==> config.mk <==
export PLATFORM = sky130hd
export DESIGN_NAME = paddle_ctrl_accel
export DESIGN_NICKNAME = d
export VERILOG_FILES = /design/src/rtl/paddle_ctrl_accel.sv
export SDC_FILE = /design/constraint.sdc
export NUM_CORES = 1
export LEC_CHECK = 0
export ABC_AREA = 1
export BUFFER_PORTS_ARGS = -buffer_cell sky130_fd_sc_hd__buf_2
export CAP_MARGIN = 20
export CORE_MARGIN = 10
export CORE_UTILIZATION = 50
export CTS_CLUSTER_DIAMETER = 200
export DETAILED_ROUTE_END_ITERATION = 10
export PLACE_DENSITY = 0.69
export SYNTH_ARGS = -nofsm -noshare
export SYNTH_HDL_FRONTEND = slang
export SYNTH_SLANG_ARGS = --single-unit
export TNS_END_PERCENT = 50
==> constraint.sdc <==
create_clock -name i_Clk -period 1.5 [get_ports i_Clk]
set_input_delay 0.225 -clock i_Clk [delete_from_list [all_inputs] [get_ports i_Clk]]
set_output_delay 0.225 -clock i_Clk [all_outputs]
set_load 0.005 [all_outputs]
==> src/rtl/paddle_ctrl_accel.sv <==
// Player paddle controller: a press steps the paddle at once, a held button repeats at a slow
// rate and then at a fast rate; the board edge either clamps or wraps the paddle.
module paddle_ctrl_accel #(
    parameter int c_CoordWidth = 6,
    parameter int c_PaddleX    = 0,
    parameter int c_PaddleLen  = 4,
    parameter int c_GameSize   = 40,
    parameter int c_SlowTicks  = 1250000,
    parameter int c_FastTicks  = 312500,
    parameter int c_AccelSteps = 4,
    parameter int c_WrapEn     = 0
) (
    input  logic                    i_Clk,
    input  logic                    i_Rst_n,
    input  logic                    i_PaddleRight,
    input  logic                    i_PaddleLeft,
    input  logic                    i_Enable,
    input  logic [c_CoordWidth-1:0] i_ColCountDiv,
    input  logic [c_CoordWidth-1:0] i_RowCountDiv,
    output logic [c_CoordWidth-1:0] o_PaddlePos,
    output logic                    o_DrawPaddle,
    output logic                    o_Fast,
    output logic                    o_AtEdge
);

    localparam int c_W1       = c_CoordWidth + 1;
    localparam int c_MaxTicks = (c_SlowTicks > c_FastTicks) ? c_SlowTicks : c_FastTicks;
    localparam int c_TickW    = (c_MaxTicks > 1) ? $clog2(c_MaxTicks) : 1;
    localparam int c_StepW    = $clog2(c_AccelSteps + 1);

    localparam logic [c_CoordWidth-1:0] c_Max      = c_CoordWidth'(c_GameSize - c_PaddleLen);
    localparam logic [c_CoordWidth-1:0] c_Start    = c_CoordWidth'((c_GameSize - c_PaddleLen) / 2);
    localparam logic [c_CoordWidth-1:0] c_Row      = c_CoordWidth'(c_PaddleX);
    localparam logic [c_TickW-1:0]      c_SlowLast = c_TickW'(c_SlowTicks - 1);
    localparam logic [c_TickW-1:0]      c_FastLast = c_TickW'(c_FastTicks - 1);
    localparam logic [c_StepW-1:0]      c_Accel    = c_StepW'(c_AccelSteps);

    typedef enum logic [1:0] {IDLE, SLOW, FAST} state_t;

    state_t              state;
    logic [c_TickW-1:0]  tick_cnt;
    logic [c_StepW-1:0]  step_cnt;
    logic                ldir;

    logic                    cmd;
    logic                    dir;
    logic                    moved;
    logic                    tick_hit;
    logic [c_CoordWidth-1:0] step_pos;
    logic [c_StepW-1:0]      step_nxt;
    logic [c_W1-1:0]         col_ext;
    logic [c_W1-1:0]         lo_ext;
    logic [c_W1-1:0]         hi_ext;

    always_comb begin
        cmd      = i_Enable & (i_PaddleRight ^ i_PaddleLeft);
        dir      = i_PaddleLeft;
        step_pos = o_PaddlePos;
        moved    = 1'b0;
        // A blocked step leaves the position alone and reports no movement.
        if (dir) begin
            if (o_PaddlePos == c_Max) begin
                if (c_WrapEn != 0) begin
                    step_pos = '0;
                    moved    = 1'b1;
                end
            end else begin
                step_pos = o_PaddlePos + c_CoordWidth'(1);
                moved    = 1'b1;
            end
        end else begin
            if (o_PaddlePos == '0) begin
                if (c_WrapEn != 0) begin
                    step_pos = c_Max;
                    moved    = 1'b1;
                end
            end else begin
                step_pos = o_PaddlePos - c_CoordWidth'(1);
                moved    = 1'b1;
            end
        end

        tick_hit = (state == FAST) ? (tick_cnt == c_FastLast) : (tick_cnt == c_SlowLast);
        step_nxt = step_cnt;
        if (tick_hit && moved && (step_cnt < c_Accel))
            step_nxt = step_cnt + c_StepW'(1);

        col_ext = {1'b0, i_ColCountDiv};
        lo_ext  = {1'b0, o_PaddlePos};
        hi_ext  = lo_ext + c_W1'(c_PaddleLen);
    end

    always_ff @(posedge i_Clk) begin
        if (!i_Rst_n) begin
            state        <= IDLE;
            o_PaddlePos  <= c_Start;
            tick_cnt     <= '0;
            step_cnt     <= '0;
            ldir         <= 1'b0;
            o_DrawPaddle <= 1'b0;
        end else begin
            o_DrawPaddle <= (i_RowCountDiv == c_Row) && (col_ext >= lo_ext) && (col_ext < hi_ext);

            if (!cmd || ((state != IDLE) && (dir != ldir))) begin
                state    <= IDLE;
                tick_cnt <= '0;
                step_cnt <= '0;
            end else if (state == IDLE) begin
                o_PaddlePos <= step_pos;
                ldir        <= dir;
                tick_cnt    <= '0;
                step_cnt    <= moved ? c_StepW'(1) : '0;
                state       <= SLOW;
            end else begin
                step_cnt <= step_nxt;
                if (tick_hit) begin
                    o_PaddlePos <= step_pos;
                    tick_cnt    <= '0;
                end else begin
                    tick_cnt <= tick_cnt + c_TickW'(1);
                end
                // Checking the updated count lets a count already at target promote on the first SLOW cycle.
                if (step_nxt >= c_Accel)
                    state <= FAST;
            end
        end
    end

    assign o_Fast   = (state == FAST);
    assign o_AtEdge = (o_PaddlePos == '0) || (o_PaddlePos == c_Max);

endmodule

==> impl_results.md <==
* Sequential power share at about 40%
* PwrDens at 756 mW/mm^2
* Maximum vdd ir drop at approximately 0.93 mV
* Layout Nets at 426
* Largest stage delay on the critical path at 0.35 ns
* DP HPWL at approximately 4.2 mm
* Final hold vios at 0
* FILL cells at 353
* Fmax at around 640 MHz
* Num rows at 24
* Register area share after synthesis at 29.1%
* Num ports at 26
* Hold Buf Count CTS at 0
* Crit path max-delay cell type: dfxtp_2
* WHS at around 0.16 ns
* Via count at 2275
* DP Area at around 0.0027 mm^2
* DRC errors left at 0
* Synth-to-Final Area Change at 34.8%
* H-Tree Level Count at 2
* Final Cell Area at 0.00315 mm^2
* Die height at between 80 and 90 um
* Final core occ at 70.9%
* WP data arrival at 1.75 ns
* Synth warnings at 0
* R2r setup slk at -0.06 ns
* Syn Nets at 360
* Synth top area share at 29.1%
* RSZ-0062 raised after global routing: true
* Clock skew at 0.00610 ns
* Status: finished with violations
* Main synth FF type: dfxtp_1
* Die Area at about 0.0078 mm^2
* Worst slew pin tran at 0.260 ns
* Antenna violations before repair at 0
* Number of diodes at 0
* Top-count cell post-synth: nand2_1
* CTS clk-pin slew, worst paths at 0.07 ns
* Fin crit period at 1.56 ns
* Rel. slew slack at 82.6%
* Top cell by count, worst path: nor2_1
* Layout cell share with drive strength beyond 1 at 40.5%
* Largest net degree at the start of global routing at 22
* Asr flop ratio synth at 0%
* Net switching fraction of the power at ~25%
* Violated checks: setup timing
* Critical path class: register to register
* PortBufs at 25
* Worst hold path class: input port to register
* Reg area at approximately 700 um^2
* Initial core utilization at 52.6%
* Startpoint types: register
* Multi-input gate area at 0.00161 mm^2
* DRT antenna net count at 0
* Core Box Area at 0.00444 mm^2
* Crit share post-route at 104%
* Cells after synthesis at 323
* Syn Area/Cell at 7.24 um^2
* Worst Path Buf+Inv at 3
* Max cap viols at 0
* Dominant cells by area after synthesis: dfxtp_1, ha_1, nand2_1
* Clk pwr share at 43.1%
* Leading area contributor after synthesis: dfxtp_1
* Top delay family on crit path: simple AND/OR/NAND/NOR gates
* EDFF count, synth at 0
* CTS tree: built
* Die Width at 88.4 um
* Fin. max-slew vios at 0
* Via density at 5.15
* Pwr Total at 2380 uW
* Drt wl/cell at approximately 13 um
* NetSw at 602 uW
* DRT Pass-1 Iters at 4
* Comb pwr share at 16.8%
* Ordered list of cells on the worst path: ha_4, inv_4, nor2_1, nand3_1, a21oi_2, nand3_2, buf_6, nand3_4, clkbuf_16, nor2_1
* Setup ws final at -0.0640 ns
* Critical path required time at 1.69 ns
* Setup crit end kind: register
* Worst-path fanout max at 10
* Pint at between 1500 and 2000 uW
* Clock Sink Count at 34
* Total CTS buffers at 5
* Clock Path Buffers at 2
* Synth Register Bits at 34
* Leakage power at 0.00138 uW
* Global route overflow at 0
* Routed WL at 5.94 mm
* CTS root buffer: clkbuf_8
* Distinct cells, synth at 39
* First-pass GRT wire length at 9.58 mm
* Top post-synthesis cells by count: nand2_1, inv_1, nor2_1, dfxtp_1, nand3_1
* Gr usage total at between 15 and 20%
* Setup Viol. Count Final at 24
* Gp weighted congestion at 0.878
* Cell area after synthesis at 0.00234 mm^2
* DR iter-0 viols at 123
* Insertion delay to the later sink of the worst-skew pair at roughly 0.3 ns
* Vias in the first global route at 2239
[stage by stage]
step,worst slack [ns],setup TNS [ns],cells
floorplan,-0.0132,-0.0177,323
detailed placement,-0.128,-1.13,426
CTS,-0.00559,-0.00862,439
global route,-0.130,-2.68,442
global placement,-0.124,-0.484,426
finish,-0.0640,-0.978,442
[registers in the layout, indices dropped and copies added (netlist names), named ones only]
name / flops
step_cnt: 2
ldir: 1
state: 2
o_DrawPaddle: 1
o_PaddlePos: 6
tick_cnt: 21
[cell type report]
class | count | area share (%)
Multi-Input combinational cell | 240 | 51.0
Sequential cell | 34 | 22.6
Timing Repair Buffer | 63 | 14.2
Inverter | 45 | 5.75
Clock buffer | 5 | 2.18
Clock inverter | 3 | 2.18
Tap cell | 52 | 2.06
[repair_timing]
action	4_1_cts	5_1_grt
setup buffers	5	2
pin swaps	13	19
gates cloned	0	1
resized for setup	21	43
endpoints found under the setup margin	31	34
[per-layer routing]
| metal | vias up | track usage (%) | wire, um |
|---|---|---|---|
| li1 | 1178 | - | - |
| met1 | 1046 | 18.6 | 2670 |
| met2 | 38 | 24.4 | 2910 |
| met3 | 13 | 4.41 | 224 |
| met4 | 0 | 5.73 | 128 |
| met5 | - | 0 | 0 |
[cells in the final DEF, fill, tap and decap left out, drive strengths merged, types with 2 or more instances in the layout]
| cell type | count |
|---|---|
| nand2 | 69 |
| buf | 62 |
| nor2 | 52 |
| inv | 44 |
| dfxtp | 34 |
| nand3 | 24 |
| a21oi | 20 |
| ha | 19 |
| nand4 | 11 |
| xor2 | 9 |
| clkbuf | 6 |
| nor3 | 6 |
| xnor2 | 5 |
| nor3b | 4 |
| o21bai | 4 |
| o21ai | 4 |
| or2 | 3 |
| a31oi | 2 |
| clkinv | 2 |
| bufinv | 2 |
| nor4 | 2 |
[worst reg2reg max path: cells and delay by family, from the launching register on]
family                   cells  cell delay [ns]
AO/OA/AOI/OAI                1             0.16
adder cells (fa/ha/maj)      1             0.15
buffers and inverters        3             0.36
flip-flops                   1             0.35
AND/OR/NAND/NOR              5             0.44
[power groups by stage]
| stage | clock network, uW | logic, uW | registers, uW |
|---|---|---|---|
| 6_report | 1030 | 401 | 955 |
| 5_1_grt | 1090 | 457 | 959 |
| 4_1_cts | 1040 | 358 | 949 |
| 3_5_place_dp | 0 | 353 | 969 |
| 3_3_place_gp | 0 | 347 | 968 |
| 2_1_floorplan | 0 | 228 | 966 |
[cell families after synthesis]
family | share of synthesized area [%]
xor gates and xnor gates | 5.24
adders and majority gates | 11.0
and+or+nand+nor | 37.6
AOI/OAI and AO/OA | 8.35
DFF | 29.1
buffers and inverters | 8.67
[worst paths after layout]
path,depth (start not counted),end,start
worst max register to register,10,tick_cnt[1],tick_cnt[0]
worst min register to register,2,tick_cnt[7],tick_cnt[7]
worst max-delay path,10,tick_cnt[1],tick_cnt[0]
worst min-delay path,2,o_PaddlePos[4],i_Rst_n
(Power assumes the default switching activity.)
